### config.mk
export PLATFORM = sky130hd
export DESIGN_NAME = avg_down2x
export DESIGN_NICKNAME = d
export VERILOG_FILES = /design/src/rtl/avg_down2x.sv
export SDC_FILE = /design/constraint.sdc
export NUM_CORES = 1
export LEC_CHECK = 0
export ABC_AREA = 1
export BUFFER_PORTS_ARGS = -buffer_cell sky130_fd_sc_hd__clkbuf_2
export CAP_MARGIN = 40
export CORE_ASPECT_RATIO = 0.7
export CORE_MARGIN = 1
export CORE_UTILIZATION = 25
export CTS_BUF_LIST = sky130_fd_sc_hd__clkbuf_16
export CTS_CLUSTER_SIZE = 24
export DETAILED_ROUTE_END_ITERATION = 7
export GPL_ROUTABILITY_DRIVEN = 0
export PLACE_DENSITY = 0.41
export SETUP_SLACK_MARGIN = 0.4
export SLEW_MARGIN = 15
export SYNTH_ARGS = -nofsm -noshare
export SYNTH_HDL_FRONTEND = slang
export SYNTH_SLANG_ARGS = --single-unit
### constraint.sdc
create_clock -name clk -period 5.6 [get_ports clk]
set_input_delay 0.84 -clock clk [delete_from_list [all_inputs] [get_ports clk]]
set_output_delay 0.84 -clock clk [all_outputs]
set_load 0.02 [all_outputs]
### src/rtl/avg_down2x.sv
// avg_down2x: streams a SRC_W x SRC_H ROM image through a 2x2 box filter
// and writes the half-size result into the framebuffer RAM in raster order.
module avg_down2x #(
    parameter int SRC_W   = 320,
    parameter int SRC_H   = 240,
    parameter int ADDR_W  = 19,
    parameter int ROM_LAT = 1
) (
    input  logic              clk,
    input  logic              rst,
    input  logic              start,
    output logic [ADDR_W-1:0] rom_addr,
    input  logic [7:0]        rom_pixel,
    output logic [ADDR_W-1:0] ram_addr,
    output logic [7:0]        ram_data,
    output logic              ram_wren,
    output logic              busy,
    output logic              done
);

    localparam int OUT_W = SRC_W / 2;
    localparam int OUT_H = SRC_H / 2;
    localparam int N     = OUT_W * OUT_H;

    typedef enum logic [1:0] {IDLE, RUN, DRAIN, DONE} state_t;

    state_t state, state_nxt;

    logic               go;
    logic               issue;
    logic               last_issue;
    logic               last_write;
    logic               cap;
    logic [1:0]         phase;
    logic [1:0]         cap_ph;
    logic [ADDR_W-1:0]  ox;
    logic [ADDR_W-1:0]  blk;
    logic [ADDR_W-1:0]  wcnt;
    logic [ROM_LAT-1:0] vld;
    logic [9:0]         acc;
    logic [9:0]         sum;

    assign go         = start && (state == IDLE || state == DONE);
    assign issue      = (state == RUN);
    assign last_issue = issue && phase == 2'd3 && blk == ADDR_W'(N - 1);
    assign last_write = ram_wren && ram_addr == ADDR_W'(N - 1);
    assign cap        = vld[ROM_LAT-1];
    assign sum        = (cap_ph == 2'd0 ? 10'd0 : acc) + {2'b00, rom_pixel};

    always_ff @(posedge clk or posedge rst) begin
        if (rst) begin
            state <= IDLE;
        end else begin
            state <= state_nxt;
        end
    end

    always_comb begin
        state_nxt = state;
        unique case (state)
            IDLE:  if (start)      state_nxt = RUN;
            RUN:   if (last_issue) state_nxt = DRAIN;
            DRAIN: if (last_write) state_nxt = DONE;
            DONE:  if (start)      state_nxt = RUN;
        endcase
    end

    always_comb begin
        busy = 1'b0;
        done = 1'b0;
        unique case (state)
            RUN, DRAIN: busy = 1'b1;
            DONE:       done = 1'b1;
            default:    ;
        endcase
    end

    // Block-ordered address walk built from the four fixed strides.
    always_ff @(posedge clk or posedge rst) begin
        if (rst) begin
            rom_addr <= '0;
            phase    <= 2'd0;
            ox       <= '0;
            blk      <= '0;
        end else if (go) begin
            rom_addr <= '0;
            phase    <= 2'd0;
            ox       <= '0;
            blk      <= '0;
        end else if (issue && !last_issue) begin
            phase <= phase + 2'd1;
            unique case (phase)
                2'd0: rom_addr <= rom_addr + ADDR_W'(1);
                2'd1: rom_addr <= rom_addr + ADDR_W'(SRC_W - 1);
                2'd2: rom_addr <= rom_addr + ADDR_W'(1);
                2'd3: begin
                    blk <= blk + ADDR_W'(1);
                    if (ox == ADDR_W'(OUT_W - 1)) begin
                        ox       <= '0;
                        rom_addr <= rom_addr + ADDR_W'(1);
                    end else begin
                        ox       <= ox + ADDR_W'(1);
                        rom_addr <= rom_addr - ADDR_W'(SRC_W - 1);
                    end
                end
            endcase
        end
    end

    // Returning samples arrive in issue order, so a phase counter suffices.
    always_ff @(posedge clk or posedge rst) begin
        if (rst) begin
            vld      <= '0;
            cap_ph   <= 2'd0;
            acc      <= '0;
            wcnt     <= '0;
            ram_addr <= '0;
            ram_data <= '0;
            ram_wren <= 1'b0;
        end else begin
            vld      <= ROM_LAT'({vld, issue});
            ram_wren <= cap && cap_ph == 2'd3;
            if (go) begin
                cap_ph <= 2'd0;
                wcnt   <= '0;
            end else if (cap) begin
                acc    <= sum;
                cap_ph <= cap_ph + 2'd1;
                if (cap_ph == 2'd3) begin
                    ram_addr <= wcnt;
                    ram_data <= sum[9:2];
                    wcnt     <= wcnt + ADDR_W'(1);
                end
            end
        end
    end

endmodule
==> results of run 1 <==
## stage by stage
| step | util | instances | power (W) | hold WS (ns) | area (um2) |
|---|---|---|---|---|---|
| 6_report | 0.2949 | 1697 | 0.002093 | 0.2807 | 9538 |
| 5_1_grt | 0.2949 | 1697 | 0.002177 | 0.2739 | 9538 |
| 4_1_cts | 0.2949 | 1697 | 0.002132 | 0.2651 | 9538 |
| 3_5_place_dp | 0.2767 | 1665 | 0.0009835 | 0.4663 | 8950 |
| 3_3_place_gp | 0.2748 | 1662 | 0.0009830 | 0.4681 | 8887 |
| 2_1_floorplan | - | 1212 | 0.0009521 | 0.4494 | 8210 |
## registers in the layout, summed over array words and instances, names as in the netlist, 8 cells and up
name      count
acc          10
ox           19
rom_addr     19
ram_data      8
wcnt         19
blk          19
ram_addr     19
## layer usage
layer | share of wire | vias up | track usage | wire length [um]
li1 | - | 4029 | - | -
met1 | 0.56 | 3755 | 0.2624 | 14730
met2 | 0.38 | 139 | 0.2086 | 10020
met3 | 0.044 | 21 | 0.03798 | 1142
met4 | 0.013 | 0 | 0.04629 | 343
met5 | 0 | - | 0 | 0
## placed cells by master (no fill, tap or decap), types with 3 or more instances in the layout
cell and instances:
clkinv_1 5, inv_1 131, xor2_1 35, dfrtp_1 121, nor2_1 139, or2_2 5, inv_2 4, o31ai_1 4
nor3_1 24, o21ai_0 64, clkbuf_2 59, nand2_1 351, xnor2_1 8, a21oi_1 22, nor4_1 4, o22ai_1 5
clkbuf_16 17, nand2_2 4, nand4_1 46, o21ai_1 19, o211ai_1 3, nand3_1 127, inv_6 8, nand3b_1 6
buf_4 7, ha_1 23
## logic make-up (layout without fill, tap and decap cells)
family | Yosys count | count (layout) | synth area share
xor+xnor | 43 | 43 | 0.04587
flops | 121 | 121 | 0.3688
simple gates | 716 | 716 | 0.3761
fa+ha+maj | 24 | 24 | 0.03749
compound gates | 126 | 126 | 0.08275
buf+inv | 182 | 240 | 0.08900
## worst max path at each step
stage,end,cells after the start,start
after floorplan,acc[0],1,rst
after global placement,wcnt[18],10,start
after detailed placement,rom_addr[6],7,phase[1]
after CTS,rom_addr[6],7,phase[1]
after global routing,rom_addr[11],7,phase[1]
final,rom_addr[5],7,phase[1]
## where the power goes
group	switching, W	internal, W	total (W)
Clock	0.000465	0.000662	0.00113
Combinational	0.0000576	0.0000255	0.0000831
Sequential	0.00000321	0.000879	0.000883
Total	0.000526	0.00157	0.00209
## layout make-up
| cell class | count | area share |
|---|---|---|
| clock buffers | 17 | 0.04460 |
| clock inverters | 15 | 0.01705 |
| inverters | 140 | 0.05562 |
| multi-input cells | 909 | 0.4670 |
| flip-flops and latches | 121 | 0.3175 |
| well taps | 427 | 0.05601 |
| repair buffers | 68 | 0.04224 |
==> summary.txt, run 1 <==
Synth
  • Yosys reg bits: about 120
  • EDFF count, synth: 0
  • Avg Inst Size Synth: ~6.8 um2
  • Area leader, netlist: dfrtp_1
  • Post-synthesis cell type count: 43
  • Register area share after synthesis: 0.3688
  • Share of the synthesized area in the top cell type: 0.3688
  • Synth top cells by count: nand2_1, nor2_1, inv_1
  • Yosys warns: 0
  • Post-Syn Area: about 8200 um2
  • Ys flop type: dfrtp_1
  • Syn Nets: ~1,200
  • Most common cell in the synthesized netlist: nand2_1
  • Synth area leaders: dfrtp_1, nand2_1, nand3_1, nor2_1, inv_1
  • Ys async rst share: 1.000
  • Synthesized instance count: between 1,000 and 1,500

Timing
  • TNS Setup: 0 ns
  • Slew headroom: 0.4251
  • Final setup skew: approximately 0.017 ns
  • Crit path time final: 2.752 ns
  • Fmax: 0.3633 GHz
  • Worst slew pin tran: ~0.86 ns
  • Final hold vios: 0
  • RSZ-0062 raised after global routing: false
  • # setup viols final: 0
  • Setup ws final: between 2 and 3 ns
  • Max Slew Vio Count: 0
  • Tcrit/Tclk final: 0.4915

Critical path
  • R2R depth: 7
  • Startpoint Class: register
  • Reg-to-Reg Start: phase[1]
  • Crit Reg-Reg Endpoint: rom_addr[5]
  • Buf/Inv on CP: 2
  • Critical path's slowest cell: clkinv_1
  • Reg-to-reg setup timing slack: about 2.8 ns
  • Worst setup EP type: register
  • CP delay by family, top: buffers and inverters
  • Crit Path Class: reg2reg
  • Arr. time, crit path: a little over 3 ns
  • Crit-path max cell delay: roughly 0.82 ns
  • Worst EP required: slightly below 6 ns
  • Worst Path Max Fanout: 18
  • Critical path, cell by cell: inv_1 -> ha_1 -> clkinv_1 -> a21oi_1 -> a22oi_1 -> nand2_1 -> o21ai_1

Placement
  • Input/output buffers: just under 60
  • Final HPWL from detailed placement: between 15,000 and 20,000 um
  • Placement Setup Slack: approximately 2.8 ns

Clocking
  • Post-CTS Setup Inserts: 0
  • Worst-path clk slew: approximately 0.060 ns
  • H-tree Lvls: 4
  • # hold bufs at CTS: 0
  • CTS Buf Count: 17
  • Clk root buf: clkbuf_16
  • Post-CTS sizing: 0
  • CTS tree: built
  • TritonCTS Sinks: approximately 120
  • Skew-Pair Late Insertion Delay: around 0.45 ns
  • Max Root-Sink Buffers: 2

Floorplanning
  • Die Area: ~34,000 um2
  • Row count: between 50 and 60
  • Chip Height: approximately 150 um
  • DIE WIDTH: 218.6 um
  • I/O pin count: 60
  • Core area: between 30,000 and 40,000 um2
  • Initial Util: 0.2538

Routing
  • Post-DRT Antenna Nets: 0
  • Mean number of vias per cell: approximately 4.7
  • DR iter-0 viols: around 600
  • Aggregate routed wire length: roughly 26,000 um
  • First drt pass iteration count: 7
  • Routed via count: a little under 8,000
  • Average wire per standard cell: about 15 um
  • Residual DRC count: 0

Global route
  • Pin count of the biggest net entering global routing: just under 80
  • First-pass GRT wire length: about 43,000 um
  • Total gr overflow: 0
  • Vias in the first global route: between 7,000 and 8,000
  • Antenna violations before repair: 0
  • GRT Total Usage: 0.1637

Job
  • Max-Cap Viols: 0

Pwr
  • Power per cell area: about 220 nW/um2
  • Max VDD drop: roughly 0.00012 V
  • Leak: around 4.6 nW

Final layout
  • FF+latch area: between 3000 and 4000 um2
  • Multi-input gate area: roughly 4500 um2
  • P&R area growth vs syn: 16.17%
  • ANT cells: 0
  • Final nets: around 1,300
  • Layout cell share with drive strength beyond 1: 0.09370
  • Fillers: 3,619

Min path
  • Worst min-delay path class: in2async

Outcome
  • Outcome: complete, no violations
No activity file was read; power rests on OpenSTA's default activity.
==> inputs of run 2 (changes only) <==
--- a/config.mk
+++ b/config.mk
@@ -15,7 +15,7 @@
 export CTS_CLUSTER_SIZE = 24
 export DETAILED_ROUTE_END_ITERATION = 7
 export GPL_ROUTABILITY_DRIVEN = 0
-export PLACE_DENSITY = 0.41
+export PLACE_DENSITY = 0.42
 export SETUP_SLACK_MARGIN = 0.4
 export SLEW_MARGIN = 15
 export SYNTH_ARGS = -nofsm -noshare
==> constraint.sdc (replaced) <==
create_clock -name clk -period 2.3 [get_ports clk]
set_input_delay 0.345 -clock clk [delete_from_list [all_inputs] [get_ports clk]]
set_output_delay 0.345 -clock clk [all_outputs]
set_load 0.02 [all_outputs]
==> run 2 against run 1 <==
Against the previous run:
- critical path depth rose by 5
- critical endpoint is now acc[9]
- final cell count rose by 4.9%
- clock power rose by 140%
- clock-buffer cell count did not move
- sequential power rose by 140%
- largest cell class unchanged
- die area did not move
- wire length rose by 7.1%
==> summary.txt, run 2 (synthesis results as in run 1) <==
Outcome
  • Outcome: complete, no violations

Min path
  • HP Start: rom_pixel[0]
  • Worst min-delay path class: in2reg
  • Hold path cells: 4
  • Hold Path Sink: acc[0]

Final layout
  • Fin util: 0.3371 (+0.04220)
  • Fillers: 3,449 (-4.7%)
  • Commonest cells after routing, fill and taps aside: nand2_1, inv_1, nand3_1, nor2_1, dfrtp_1
  • FF+latch area: 3042 um2 (+0.45%)
  • Most common cell after layout, fill and taps aside: nand2_1
  • Layout cell share with drive strength beyond 1: 0.2336 (+0.1399)
  • ANT cells: 0 (unchanged)
  • Post-route cell area: 10,900 um2 (+14%)
  • P&R area growth vs syn: 32.80%
  • Final nets: 1,375 (+6.4%)
  • Multi-input gate area: 5055 um2 (+13%)

Global route
  • Antenna violations before repair: 0 (unchanged)
  • Total gr overflow: 0 (unchanged)
  • GR peak layer: met1
  • Met3 usage: 0.03680 (-0.001187)
  • GRT Total Usage: 0.1695 (+0.005816)
  • First-pass GRT wire length: 44,100 um (+3.5%)
  • Grt met2 use: 0.2170 (+0.008439)
  • Vias in the first global route: 7,689 (+3.4%)
  • Grt met1 use: 0.2733 (+0.01087)
  • Pin count of the biggest net entering global routing: 59 (-24%)

Routing
  • First drt pass iteration count: 5 (-2)
  • Post-DRT Antenna Nets: 0 (unchanged)
  • Aggregate routed wire length: 28,110 um (+7.1%)
  • Mean number of vias per cell: 4.694 (+0.28%)
  • Residual DRC count: 0 (unchanged)
  • Routed via count: 8,356 (+5.2%)
  • Average wire per standard cell: 15.79 um (+2.1%)
  • DR iter-0 viols: 589 (-2.0%)

Critical path
  • Crit-path max cell delay: 0.39 ns (-0.43 ns)
  • CP delay by family, top: compound AO/OA/AOI/OAI gates
  • Crit Reg-Reg Endpoint: acc[9]
  • Worst Path Max Fanout: 5 (-13)
  • Reg-to-Reg Start: cap_ph[0]
  • Critical path, cell by cell: inv_2 -> ha_4 -> buf_8 -> nor2_4 -> ha_4 -> a21oi_4 -> o21ai_2 -> nand2_1 -> nand3_2 -> a21o_1 -> nand3_1 -> nand2_1
  • Crit Path Class: reg2reg
  • Startpoint Class: register
  • R2R depth: 12 (+5)
  • Worst setup EP type: register
  • Buf/Inv on CP: 2 (unchanged)
  • Reg-to-reg setup timing slack: 0.34 ns (-2.51 ns)
  • Critical Path Start: cap_ph[0]
  • Arr. time, crit path: 2.29 ns (-0.78 ns)
  • Worst EP required: 2.63 ns (-3.29 ns)
  • Critical path's slowest cell: dfrtp_1

Floorplanning
  • Row count: 55 (unchanged)
  • Core area: 32,340 um2 (unchanged)
  • I/O pin count: 60 (unchanged)
  • Chip Height: 153.6 um (unchanged)
  • DIE WIDTH: 218.6 um (unchanged)
  • Die Area: 33,580 um2 (unchanged)
  • Initial Util: 0.2538 (unchanged)

Clocking
  • CTS tree: built
  • Max Root-Sink Buffers: 2 (unchanged)
  • Clk root buf: clkbuf_16
  • Worst-path clk slew: 0.06 ns (about the same)
  • H-tree Lvls: 4 (unchanged)
  • Skew-Pair Late Insertion Delay: 0.45 ns (about the same)
  • TritonCTS Sinks: 121 (unchanged)
  • CTS Buf Count: 17 (unchanged)

Pwr
  • Power per cell area: 478.3 nW/um2 (+120%)
  • Leak: 5.128 nW (+12%)
  • Max VDD drop: 0.0004713 V (+280%)

Timing
  • Final setup skew: 0.01153 ns (-0.005198 ns)
  • Max Slew Vio Count: 0 (unchanged)
  • # setup viols final: 0 (unchanged)
  • Final hold vios: 0 (unchanged)
  • RSZ-0062 raised after global routing: true
  • Fmax: 0.5103 GHz (+40%)
  • Crit path time final: 1.959 ns (-0.7928 ns)
  • Slew headroom: 0.7111 (+0.2860)
  • Tcrit/Tclk final: 0.8519 (+0.3605)
  • Worst slew pin tran: 0.4324 ns (-0.4300 ns)

Placement
  • Dpl cell area: 9356 um2 (+4.5%)
  • Final HPWL from detailed placement: 20,070 um (+4.1%)
  • Input/output buffers: 59 (unchanged)

Job
  • Max-Cap Viols: 0 (unchanged)
[run 2: changes by cell type in the layout (fill, tap and decap cells not counted), moves of 10 or more]
cell and change:
nand2_2 +13, ha_4 +12, ha_1 -13, o21ai_1 +13, inv_1 -10, nor2_1 -27, nand2_1 -21, nand3_2 +10
buf_4 +67, o21ai_0 -17, dfrtp_1 -11, nand3_1 -10, dfrtp_2 +11, nor2_4 +18
[run 2: repair_timing]
action	CTS	global route
endpoints found under the hold margin	13	0
cloned	0	4
endpoints found under the setup margin	101	51
pin swaps	34	48
setup buffers	15	17
hold buffers	1	0
gates resized for setup	58	117
[run 2: where the power goes]
part           switching, W  total (W)  internal (W)
sequential       0.00000508    0.00215       0.00214
combinational      0.000186   0.000321      0.000135
clock               0.00122    0.00275       0.00153
total               0.00141    0.00521       0.00380
[run 2: stage by stage]
stage / instances / power, W / hold WS (ns) / worst slack [ns] / setup TNS (ns)
2_1_floorplan: 1212 / 0.002329 / 0.4494 / 0.2833 / 0
3_3_place_gp: 1711 / 0.002400 / 0.3679 / 0.03092 / 0
3_5_place_dp: 1711 / 0.002399 / 0.3686 / -0.008235 / -0.01895
4_1_cts: 1759 / 0.005236 / 0.2866 / 0.2550 / 0
5_1_grt: 1780 / 0.005429 / 0.3456 / 0.2360 / 0
6_report: 1780 / 0.005214 / 0.3017 / 0.3405 / 0
[run 2: worst max-delay path by stage]
stage                  endpoint  slack, ns  depth (start not counted)
floorplan                acc[6]       0.28                         14
global placement         acc[6]       0.03                         13
detailed placement        ox[1]     -0.008                         11
CTS                 ram_data[7]       0.26                         12
global route             acc[6]       0.24                         13
finish                   acc[9]       0.34                         12
[run 2: worst register-to-register path, delay by kind of cell, from the launching register on]
kind            cells  cell delay [ns]
compound gates      3             0.46
buf+inv             2             0.22
fa+ha+maj           2             0.41
simple gates        5             0.38
flops               1             0.39
[run 2: cell type report]
class / instances / area share
clock inverter: 15 / 0.01423
timing repair inverter: 1 / 0.0005738
timing repair buffer: 150 / 0.1045
sequential: 121 / 0.2790
clock buffer: 17 / 0.03902
multi-input combinational: 909 / 0.4636
inverter: 140 / 0.05003
tap: 427 / 0.04900
[run 2: per-layer routing]
metal	wire (um)	up-vias	part of all wire
li1	-	4189	-
met1	15110	3950	0.54
met2	11130	198	0.40
met3	1595	19	0.057
met4	270	0	0.0096
met5	0	-	0
